`config.mk`:
```
export PLATFORM = sky130hd
export DESIGN_NAME = flash_cmd_sequencer
export DESIGN_NICKNAME = d
export VERILOG_FILES = /design/src/rtl/flash_seq_pkg.sv /design/src/rtl/flash_bus_cycle.sv /design/src/rtl/flash_cmd_sequencer.sv
export SDC_FILE = /design/constraint.sdc
export NUM_CORES = 1
export LEC_CHECK = 0
export CAP_MARGIN = 10
export CORE_UTILIZATION = 40
export CTS_CLUSTER_SIZE = 24
export DETAILED_ROUTE_END_ITERATION = 10
export GPL_ROUTABILITY_DRIVEN = 0
export PLACE_DENSITY = 0.66
export SLEW_MARGIN = 15
export SYNTH_ARGS = -nofsm -noshare
export SYNTH_HDL_FRONTEND = slang
export SYNTH_HIERARCHICAL = 1
export SYNTH_SLANG_ARGS = --single-unit
export TNS_END_PERCENT = 100
```
`constraint.sdc`:
```
create_clock -name SCL -period 2.4 [get_ports SCL]
set_input_delay 0.72 -clock SCL [delete_from_list [all_inputs] [get_ports SCL]]
set_output_delay 0.72 -clock SCL [all_outputs]
set_load 0.01 [all_outputs]
```
`src/rtl/flash_seq_pkg.sv`:
```
// -----------------------------------------------------------------------------
// flash_seq_pkg
// Shared types and constants for the parallel-flash command sequencer.
//   - cmd_op_e     : command opcodes presented on CmdOp
//   - seq_state_e  : top-level sequencer states
//   - bus_phase_e  : phases of a single flash bus cycle
//   - addr_sel_e / data_sel_e : address/data sources for one sequence step
//   - step_t       : one entry of the per-op step ROM
//   - step_rom()   : returns the step descriptor for (op, step index)
// -----------------------------------------------------------------------------
package flash_seq_pkg;

    typedef enum logic [2:0] {
        OP_READ         = 3'd0,
        OP_PROGRAM      = 3'd1,
        OP_SECTOR_ERASE = 3'd2,
        OP_CHIP_ERASE   = 3'd3,
        OP_READ_ID      = 3'd4
    } cmd_op_e;

    typedef enum logic [1:0] {
        S_IDLE = 2'd0,
        S_RUN  = 2'd1,
        S_DONE = 2'd2
    } seq_state_e;

    typedef enum logic [1:0] {
        PH_IDLE  = 2'd0,
        PH_SETUP = 2'd1,
        PH_PULSE = 2'd2,
        PH_HOLD  = 2'd3
    } bus_phase_e;

    typedef enum logic [2:0] {
        A_5555 = 3'd0,
        A_2AAA = 3'd1,
        A_CMD  = 3'd2,
        A_0000 = 3'd3,
        A_0001 = 3'd4
    } addr_sel_e;

    typedef enum logic [3:0] {
        D_AA  = 4'd0,
        D_55  = 4'd1,
        D_A0  = 4'd2,
        D_80  = 4'd3,
        D_30  = 4'd4,
        D_10  = 4'd5,
        D_90  = 4'd6,
        D_F0  = 4'd7,
        D_CMD = 4'd8
    } data_sel_e;

    typedef struct packed {
        logic      is_read;
        addr_sel_e addr_sel;
        data_sel_e data_sel;
        logic      last;
    } step_t;

    // JEDEC unlock addresses and command bytes
    localparam logic [15:0] CMD_ADDR_5555 = 16'h5555;
    localparam logic [15:0] CMD_ADDR_2AAA = 16'h2AAA;
    localparam logic [7:0]  CMD_AA        = 8'hAA;
    localparam logic [7:0]  CMD_55        = 8'h55;
    localparam logic [7:0]  CMD_A0        = 8'hA0;
    localparam logic [7:0]  CMD_80        = 8'h80;
    localparam logic [7:0]  CMD_30        = 8'h30;
    localparam logic [7:0]  CMD_10        = 8'h10;
    localparam logic [7:0]  CMD_90        = 8'h90;
    localparam logic [7:0]  CMD_F0        = 8'hF0;

    function automatic logic op_legal(input logic [2:0] op);
        return (op <= 3'd4);
    endfunction

    // Program and both erases finish with toggle-bit polling
    function automatic logic op_polls(input logic [2:0] op);
        return (op == 3'(OP_PROGRAM)) || (op == 3'(OP_SECTOR_ERASE)) ||
               (op == 3'(OP_CHIP_ERASE));
    endfunction

    function automatic step_t wr_step(input addr_sel_e a, input data_sel_e d,
                                      input logic last);
        step_t s;
        s.is_read  = 1'b0;
        s.addr_sel = a;
        s.data_sel = d;
        s.last     = last;
        return s;
    endfunction

    function automatic step_t rd_step(input addr_sel_e a, input logic last);
        step_t s;
        s.is_read  = 1'b1;
        s.addr_sel = a;
        s.data_sel = D_CMD;
        s.last     = last;
        return s;
    endfunction

    function automatic step_t step_rom(input logic [2:0] op, input logic [2:0] idx);
        step_t s;
        s = rd_step(A_CMD, 1'b1);
        case (cmd_op_e'(op))
            OP_READ: s = rd_step(A_CMD, 1'b1);
            OP_PROGRAM: begin
                case (idx)
                    3'd0:    s = wr_step(A_5555, D_AA, 1'b0);
                    3'd1:    s = wr_step(A_2AAA, D_55, 1'b0);
                    3'd2:    s = wr_step(A_5555, D_A0, 1'b0);
                    default: s = wr_step(A_CMD, D_CMD, 1'b1);
                endcase
            end
            OP_SECTOR_ERASE, OP_CHIP_ERASE: begin
                case (idx)
                    3'd0:    s = wr_step(A_5555, D_AA, 1'b0);
                    3'd1:    s = wr_step(A_2AAA, D_55, 1'b0);
                    3'd2:    s = wr_step(A_5555, D_80, 1'b0);
                    3'd3:    s = wr_step(A_5555, D_AA, 1'b0);
                    3'd4:    s = wr_step(A_2AAA, D_55, 1'b0);
                    default: s = (op == 3'(OP_SECTOR_ERASE)) ?
                                 wr_step(A_CMD, D_30, 1'b1) :
                                 wr_step(A_5555, D_10, 1'b1);
                endcase
            end
            OP_READ_ID: begin
                case (idx)
                    3'd0:    s = wr_step(A_5555, D_AA, 1'b0);
                    3'd1:    s = wr_step(A_2AAA, D_55, 1'b0);
                    3'd2:    s = wr_step(A_5555, D_90, 1'b0);
                    3'd3:    s = rd_step(A_0000, 1'b0);
                    3'd4:    s = rd_step(A_0001, 1'b0);
                    default: s = wr_step(A_5555, D_F0, 1'b1);
                endcase
            end
            default: s = rd_step(A_CMD, 1'b1);
        endcase
        return s;
    endfunction

endpackage

```
`src/rtl/flash_bus_cycle.sv`:
```
// -----------------------------------------------------------------------------
// flash_bus_cycle
// Timer for one flash bus cycle: SETUP (1 cycle), PULSE (WE_PULSE or RD_PULSE
// cycles with the strobe low), HOLD (1 cycle). A start seen in IDLE or HOLD
// begins a new cycle on the next clock, so steps can run back to back.
// Ports:
//   i_clk, i_rst   clock, synchronous active-high reset
//   i_start        begin a cycle (only honoured in IDLE or HOLD)
//   i_is_read      cycle type, captured with i_start
//   o_webar        write strobe, active low
//   o_rebar        output enable strobe, active low
//   o_sample       high on the last PULSE cycle of a read (capture DQ)
//   o_cyc_done     high during HOLD, the final cycle of the bus cycle
// -----------------------------------------------------------------------------
module flash_bus_cycle
    import flash_seq_pkg::*;
#(
    parameter int WE_PULSE = 2,
    parameter int RD_PULSE = 2
) (
    input  logic i_clk,
    input  logic i_rst,
    input  logic i_start,
    input  logic i_is_read,
    output logic o_webar,
    output logic o_rebar,
    output logic o_sample,
    output logic o_cyc_done
);

    localparam int MAX_PULSE = (WE_PULSE > RD_PULSE) ? WE_PULSE : RD_PULSE;
    localparam int CNT_W     = (MAX_PULSE < 2) ? 1 : $clog2(MAX_PULSE + 1);

    bus_phase_e       r_phase;
    bus_phase_e       w_phase_n;
    logic             r_is_read;
    logic             w_is_read_n;
    logic [CNT_W-1:0] r_cnt;
    logic [CNT_W-1:0] w_cnt_n;
    logic             w_last_pulse;

    assign w_last_pulse = r_is_read ? (r_cnt == CNT_W'(RD_PULSE - 1))
                                    : (r_cnt == CNT_W'(WE_PULSE - 1));

    always_ff @(posedge i_clk) begin
        if (i_rst) begin
            r_phase   <= PH_IDLE;
            r_is_read <= 1'b0;
            r_cnt     <= '0;
        end else begin
            r_phase   <= w_phase_n;
            r_is_read <= w_is_read_n;
            r_cnt     <= w_cnt_n;
        end
    end

    always_comb begin
        w_phase_n   = r_phase;
        w_is_read_n = r_is_read;
        w_cnt_n     = r_cnt;
        case (r_phase)
            PH_IDLE: begin
                if (i_start) begin
                    w_phase_n   = PH_SETUP;
                    w_is_read_n = i_is_read;
                end
            end
            PH_SETUP: begin
                w_phase_n = PH_PULSE;
                w_cnt_n   = '0;
            end
            PH_PULSE: begin
                if (w_last_pulse) begin
                    w_phase_n = PH_HOLD;
                end else begin
                    w_cnt_n = r_cnt + 1'b1;
                end
            end
            PH_HOLD: begin
                if (i_start) begin
                    w_phase_n   = PH_SETUP;
                    w_is_read_n = i_is_read;
                end else begin
                    w_phase_n = PH_IDLE;
                end
            end
            default: w_phase_n = PH_IDLE;
        endcase
    end

    assign o_webar    = !((r_phase == PH_PULSE) && !r_is_read);
    assign o_rebar    = !((r_phase == PH_PULSE) && r_is_read);
    assign o_sample   = (r_phase == PH_PULSE) && r_is_read && w_last_pulse;
    assign o_cyc_done = (r_phase == PH_HOLD);

endmodule

```
`src/rtl/flash_cmd_sequencer.sv`:
```
// -----------------------------------------------------------------------------
// flash_cmd_sequencer
// Expands a command (read, program, sector/chip erase, read-ID) into the JEDEC
// software-command bus sequence for a parallel flash, then polls DQ6 toggle
// bit for program/erase completion with a bounded number of poll pairs.
// Ports:
//   SCL, RST            clock (rising edge), synchronous active-high reset
//   CmdValid/CmdReady   command handshake; ready only in IDLE
//   CmdOp/CmdAddr/CmdData  command, target address, program data
//   Done                one-cycle pulse at the end of every accepted command
//   Error               timeout or illegal op; held until the next accept
//   RdData              READ: {8'h00,byte}; READ_ID: {device,manufacturer}
//   FAddr/FDataOut/FDataOE/FDataIn  flash address and data bus
//   ENbar/WEbar/REbar   flash strobes, active low
// -----------------------------------------------------------------------------
module flash_cmd_sequencer
    import flash_seq_pkg::*;
#(
    parameter int ADDR_W   = 16,
    parameter int WE_PULSE = 2,
    parameter int RD_PULSE = 2,
    parameter int POLL_MAX = 1023
) (
    input  logic              SCL,
    input  logic              RST,
    input  logic              CmdValid,
    output logic              CmdReady,
    input  logic [2:0]        CmdOp,
    input  logic [ADDR_W-1:0] CmdAddr,
    input  logic [7:0]        CmdData,
    output logic              Done,
    output logic              Error,
    output logic [15:0]       RdData,
    output logic [ADDR_W-1:0] FAddr,
    output logic [7:0]        FDataOut,
    output logic              FDataOE,
    input  logic [7:0]        FDataIn,
    output logic              ENbar,
    output logic              WEbar,
    output logic              REbar
);

    localparam int CNT_W = $clog2(POLL_MAX + 1);

    seq_state_e        r_state,    w_state_n;
    logic [2:0]        r_op,       w_op_n;
    logic [ADDR_W-1:0] r_addr,     w_addr_n;
    logic [7:0]        r_data,     w_data_n;
    logic [2:0]        r_step,     w_step_n;
    logic              r_last,     w_last_n;
    logic              r_rd_hi,    w_rd_hi_n;
    logic              r_polling,  w_polling_n;
    logic              r_second,   w_second_n;
    logic              r_dq6,      w_dq6_n;
    logic              r_dq6_eq,   w_dq6_eq_n;
    logic [CNT_W-1:0]  r_poll_cnt, w_poll_cnt_n;
    logic              r_error,    w_error_n;
    logic [15:0]       r_rddata,   w_rddata_n;
    logic [ADDR_W-1:0] r_faddr,    w_faddr_n;
    logic [7:0]        r_fdout,    w_fdout_n;
    logic              r_fdoe,     w_fdoe_n;

    logic              w_start;
    logic              w_start_read;
    logic              w_sample;
    logic              w_cyc_done;
    logic              w_launch_step;
    logic              w_launch_poll;
    logic [2:0]        w_rom_op;
    logic [2:0]        w_rom_idx;
    step_t             w_nxt;
    logic [ADDR_W-1:0] w_base_addr;
    logic [7:0]        w_base_data;
    logic [CNT_W-1:0]  w_poll_cnt_inc;

    function automatic logic [ADDR_W-1:0] sel_addr(input addr_sel_e a,
                                                   input logic [ADDR_W-1:0] base);
        case (a)
            A_5555:  return ADDR_W'(CMD_ADDR_5555);
            A_2AAA:  return ADDR_W'(CMD_ADDR_2AAA);
            A_0000:  return '0;
            A_0001:  return ADDR_W'(1);
            default: return base;
        endcase
    endfunction

    function automatic logic [7:0] sel_data(input data_sel_e d, input logic [7:0] base);
        case (d)
            D_AA:    return CMD_AA;
            D_55:    return CMD_55;
            D_A0:    return CMD_A0;
            D_80:    return CMD_80;
            D_30:    return CMD_30;
            D_10:    return CMD_10;
            D_90:    return CMD_90;
            D_F0:    return CMD_F0;
            default: return base;
        endcase
    endfunction

    flash_bus_cycle #(
        .WE_PULSE (WE_PULSE),
        .RD_PULSE (RD_PULSE)
    ) u_bus (
        .i_clk      (SCL),
        .i_rst      (RST),
        .i_start    (w_start),
        .i_is_read  (w_start_read),
        .o_webar    (WEbar),
        .o_rebar    (REbar),
        .o_sample   (w_sample),
        .o_cyc_done (w_cyc_done)
    );

    // In IDLE the first step comes straight from the command inputs so the
    // bus cycle's SETUP lands on the cycle right after the accept.
    assign w_rom_op       = (r_state == S_IDLE) ? CmdOp   : r_op;
    assign w_rom_idx      = (r_state == S_IDLE) ? 3'd0    : (r_step + 3'd1);
    assign w_base_addr    = (r_state == S_IDLE) ? CmdAddr : r_addr;
    assign w_base_data    = (r_state == S_IDLE) ? CmdData : r_data;
    assign w_nxt          = step_rom(w_rom_op, w_rom_idx);
    assign w_poll_cnt_inc = r_poll_cnt + 1'b1;

    always_ff @(posedge SCL) begin
        if (RST) begin
            r_state    <= S_IDLE;
            r_op       <= '0;
            r_addr     <= '0;
            r_data     <= '0;
            r_step     <= '0;
            r_last     <= 1'b0;
            r_rd_hi    <= 1'b0;
            r_polling  <= 1'b0;
            r_second   <= 1'b0;
            r_dq6      <= 1'b0;
            r_dq6_eq   <= 1'b0;
            r_poll_cnt <= '0;
            r_error    <= 1'b0;
            r_rddata   <= '0;
            r_faddr    <= '0;
            r_fdout    <= '0;
            r_fdoe     <= 1'b0;
        end else begin
            r_state    <= w_state_n;
            r_op       <= w_op_n;
            r_addr     <= w_addr_n;
            r_data     <= w_data_n;
            r_step     <= w_step_n;
            r_last     <= w_last_n;
            r_rd_hi    <= w_rd_hi_n;
            r_polling  <= w_polling_n;
            r_second   <= w_second_n;
            r_dq6      <= w_dq6_n;
            r_dq6_eq   <= w_dq6_eq_n;
            r_poll_cnt <= w_poll_cnt_n;
            r_error    <= w_error_n;
            r_rddata   <= w_rddata_n;
            r_faddr    <= w_faddr_n;
            r_fdout    <= w_fdout_n;
            r_fdoe     <= w_fdoe_n;
        end
    end

    always_comb begin
        w_state_n     = r_state;
        w_op_n        = r_op;
        w_addr_n      = r_addr;
        w_data_n      = r_data;
        w_step_n      = r_step;
        w_last_n      = r_last;
        w_rd_hi_n     = r_rd_hi;
        w_polling_n   = r_polling;
        w_second_n    = r_second;
        w_dq6_n       = r_dq6;
        w_dq6_eq_n    = r_dq6_eq;
        w_poll_cnt_n  = r_poll_cnt;
        w_error_n     = r_error;
        w_rddata_n    = r_rddata;
        w_faddr_n     = r_faddr;
        w_fdout_n     = r_fdout;
        w_fdoe_n      = r_fdoe;
        w_start       = 1'b0;
        w_start_read  = 1'b0;
        w_launch_step = 1'b0;
        w_launch_poll = 1'b0;

        case (r_state)
            S_IDLE: begin
                if (CmdValid) begin
                    w_op_n       = CmdOp;
                    w_addr_n     = CmdAddr;
                    w_data_n     = CmdData;
                    w_step_n     = 3'd0;
                    w_polling_n  = 1'b0;
                    w_second_n   = 1'b0;
                    w_poll_cnt_n = '0;
                    w_error_n    = 1'b0;
                    if (op_legal(CmdOp)) begin
                        w_state_n     = S_RUN;
                        w_launch_step = 1'b1;
                    end else begin
                        // Illegal op: no bus activity, straight to DONE
                        w_state_n = S_DONE;
                        w_error_n = 1'b1;
                    end
                end
            end
            S_RUN: begin
                if (w_sample) begin
                    if (r_polling) begin
                        if (!r_second) begin
                            w_dq6_n = FDataIn[6];
                        end else begin
                            w_dq6_eq_n = (FDataIn[6] == r_dq6);
                        end
                    end else if (r_op == 3'(OP_READ)) begin
                        w_rddata_n = {8'h00, FDataIn};
                    end else if (r_rd_hi) begin
                        w_rddata_n[15:8] = FDataIn;
                    end else begin
                        w_rddata_n[7:0] = FDataIn;
                    end
                end
                if (w_cyc_done) begin
                    if (r_polling) begin
                        if (!r_second) begin
                            w_second_n    = 1'b1;
                            w_launch_poll = 1'b1;
                        end else if (r_dq6_eq) begin
                            // DQ6 stopped toggling: operation complete
                            w_state_n = S_DONE;
                        end else if (w_poll_cnt_inc == CNT_W'(POLL_MAX)) begin
                            w_error_n = 1'b1;
                            w_state_n = S_DONE;
                        end else begin
                            w_poll_cnt_n  = w_poll_cnt_inc;
                            w_second_n    = 1'b0;
                            w_launch_poll = 1'b1;
                        end
                    end else if (r_last) begin
                        if (op_polls(r_op)) begin
                            w_polling_n   = 1'b1;
                            w_second_n    = 1'b0;
                            w_poll_cnt_n  = '0;
                            w_launch_poll = 1'b1;
                        end else begin
                            w_state_n = S_DONE;
                        end
                    end else begin
                        w_step_n      = r_step + 3'd1;
                        w_launch_step = 1'b1;
                    end
                end
            end
            S_DONE: w_state_n = S_IDLE;
            default: w_state_n = S_IDLE;
        endcase

        // Address/data/OE are registered at launch so they are stable from
        // SETUP through HOLD of the bus cycle.
        if (w_launch_step) begin
            w_start      = 1'b1;
            w_start_read = w_nxt.is_read;
            w_faddr_n    = sel_addr(w_nxt.addr_sel, w_base_addr);
            w_fdoe_n     = !w_nxt.is_read;
            if (!w_nxt.is_read) begin
                w_fdout_n = sel_data(w_nxt.data_sel, w_base_data);
            end
            w_last_n  = w_nxt.last;
            w_rd_hi_n = (w_nxt.addr_sel == A_0001);
        end else if (w_launch_poll) begin
            w_start      = 1'b1;
            w_start_read = 1'b1;
            w_faddr_n    = r_addr;
            w_fdoe_n     = 1'b0;
        end
        if (w_state_n == S_DONE) begin
            w_fdoe_n = 1'b0;
        end
    end

    assign CmdReady = (r_state == S_IDLE);
    assign Done     = (r_state == S_DONE);
    assign Error    = r_error;
    assign RdData   = r_rddata;
    assign FAddr    = r_faddr;
    assign FDataOut = r_fdout;
    assign FDataOE  = r_fdoe;
    assign ENbar    = (r_state != S_RUN);

endmodule

```
==> results.txt <==
CTS Buf Count: 9
Cell Area, Synth: 0.00492 mm2
WP data arrival: 2520 ps
Final Power: 5.03 mW
Total track usage: 21.8%
Chip Width: 113 um
Leak Pwr: 2.39 nW
Post-Syn Nets: 652
Number of distinct library cells after synthesis: 83
Setup tns final: 0 ps
Yosys top cell by area: dfxtp_1
Synth Flop Type: dfxtp_1
DRC Markers: 0
Fin util: 54.8%
Crit path launch type: input port
RSZ-0062 raised after global routing: true
Worst path required time: 2610 ps
Reg clk slew, reported paths: 70 ps
Worst skew pair latency: 340 ps
Routed Antenna Nets: 0
Initial Util: 41.0%
Yosys reg bits: 95
Largest net degree at the start of global routing: 38
Nets@finish: 768
Core ar.: 0.0120 mm2
Slew Viols, Final: 0
Layout cells sized above 1: 17.1%
Port bufs: 84
Max cap viols: 0
Crit Path Class: in -> reg
I/O pin count: 85
Min-delay src: RdData[7]$_SDFFE_PP0P_
Std-Cell Rows: 40
Reg2reg end: FAddr[7]$_SDFFE_PP0P_
Period utilization: 96.2%
Synth top cells by count: nand2_1, dfxtp_1, a21oi_1
CTS sink count: 95
Register area share after synthesis: 38.6%
Tightest Pin Transition: 663 ps
Pwr Density: 763 mW/mm2
Setup-failing EPs final: 0
Reg2reg start: r_step[0]$_SDFFE_PP0P_
Hold depth: 2
DRT Pass-1 Iters: 6
CTS tree: yes
Syn Inst Count: 604
Max Clk Rate: 433 MHz
Antenna diode count: 0
Total gr overflow: 0
Total Wirelength: 13.8 mm
Dpl cells: 851
Largest cells by area after synthesis: dfxtp_1, nand2_1, a21oi_1
Avg Cell Area, Syn: 8.15 um2
Status: finished clean
Yosys warns: 6
Vias in the first global route: 4684
Clock skew: 7.83 ps
CTS H-tree depth: 3
Finished Layout Cells: 872
Initial antenna violation count: 0
CP endpoint kind: flip-flop
Clock Tree Buf Depth: 2
Die height: 113 um
R2R cell count: 8
First-pass GRT wire length: 22.5 mm
EDFF count, synth: 0
Detailed placer's ending HPWL: 9.84 mm
R2r setup slk: 110 ps
Die area: 0.0128 mm2
WL per Instance: 15.8 um
Peak VDD IR: 0.000405 V
Crit path capture: FAddr[13]$_SDFFE_PP0P_
Crit path from: CmdOp[2]
Clock root buffer: clkbuf_16
Min Hold Slack: 454 ps
Drt via density: 5.71
Via count: 4981
Worst-path maximum fanout: 6
Synth top area share: 38.6%
Final Hold Viols: 0
Slew Limit Headroom: 55.5%
Type of the tightest min-delay check: reg -> reg
Ys async rst share: 0%
Drt initial violations: 393
Crit path time final: 2310 ps
Count leader, synth: nand2_1
Area Overhead vs Synth: 33.7%
==> sequential cells by signal (all words and copies together) (netlist names), 2 cells and up <==
name,count
FAddr,16
RdData,16
r_addr,16
r_poll_cnt,10
FDataOut,8
r_data,8
r_op,3
r_step,3
r_state,2
u_bus/r_cnt,2
u_bus/r_phase,2
==> placed cells by master (no fill, tap or decap), types with 3 or more instances in the layout <==
cell type / instances
xnor2_1: 3
nand3b_1: 4
clkbuf_16: 9
nand3_1: 17
nor3_1: 9
nand4_1: 5
dfxtp_2: 3
dfxtp_1: 92
a31oi_1: 5
o221ai_1: 6
o21ai_0: 14
o21ai_1: 5
clkdlybuf4s50_1: 75
a22oi_1: 10
or2_2: 4
mux2i_1: 3
dlymetal6s2s_1: 4
nor2_1: 51
buf_4: 53
nor2b_1: 9
a21oi_1: 69
ha_1: 8
a211oi_1: 13
nand2_1: 104
clkbuf_8: 3
inv_1: 10
and3_1: 4
or3_1: 4
nand2b_1: 5
a221oi_1: 5
a311oi_1: 9
dlygate4sd2_1: 4
a21o_1: 6
o211ai_1: 4
o21a_1: 7
o22ai_1: 8
==> layout make-up <==
class	count	area, um2
Inverter	12	45.0
Clock buffer	12	267
Fill cell	1113	5430
Clock inverter	4	36.3
Timing Repair Buffer	137	1240
Tap cell	147	184
Sequential cell	95	1910
Multi-Input combinational cell	465	2910
==> critical path, stage by stage <==
cell and delay, ps:
clkdlybuf4s50_1 470, buf_4 120, o21ai_0 70, buf_4 150, a2bb2oi_2 140, buf_4 180, buf_4 130, nor3b_4 40
buf_4 150, a221oi_1 230, a211oi_1 110
==> per-stage QoR <==
step | instance area (um2) | setup WS [ps]
detailed placement | 6160 | -482
global placement | 6160 | -400
floorplan | 4920 | 20.8
global route | 6580 | -30.5
CTS | 6490 | 7.27
finish | 6580 | 92.3
==> power breakdown <==
group | switching (mW) | internal (mW) | total, mW | leakage (nW)
Clock | 0.641 | 0.801 | 1.44 | 0.147
Sequential | 0.138 | 1.74 | 1.87 | 0.774
Combinational | 0.910 | 0.800 | 1.71 | 1.47
==> cells by family after synthesis <==
| group | count (synthesis) | share of synthesized area [%] |
|---|---|---|
| AND/OR/NAND/NOR | 251 | 25.3 |
| AO/OA/AOI/OAI | 192 | 26.9 |
| flip-flops | 95 | 38.6 |
| buffers and inverters | 44 | 4.04 |
| adder cells (fa/ha/maj) | 10 | 2.54 |
| XOR/XNOR | 8 | 1.73 |
| multiplexers | 4 | 0.839 |
==> worst min path at each step <==
stage / to / slack, ps
4_1_cts: r_addr[3]$_SDFFE_PP0P_ / 460
2_1_floorplan: r_addr[15]$_SDFFE_PP0P_ / 440
3_3_place_gp: r_addr[12]$_SDFFE_PP0P_ / 440
3_5_place_dp: r_addr[3]$_SDFFE_PP0P_ / 450
5_1_grt: r_addr[5]$_SDFFE_PP0P_ / 480
6_report: RdData[7]$_SDFFE_PP0P_ / 450
==> what timing repair did <==
action	CTS	global route
buffers inserted	1	4
pin swaps	1	8
hold buffers	0	0
setup endpoints to repair	27	32
gates resized for setup	17	13
==> per-layer routing <==
layer	global-route usage, %	wire, um	vias up
met5	0	0	-
met3	4.23	789	16
met1	28.6	6210	2374
met2	36.3	6580	166
met4	7.02	196	0
li1	-	-	2425
(Power assumes the default switching activity.)
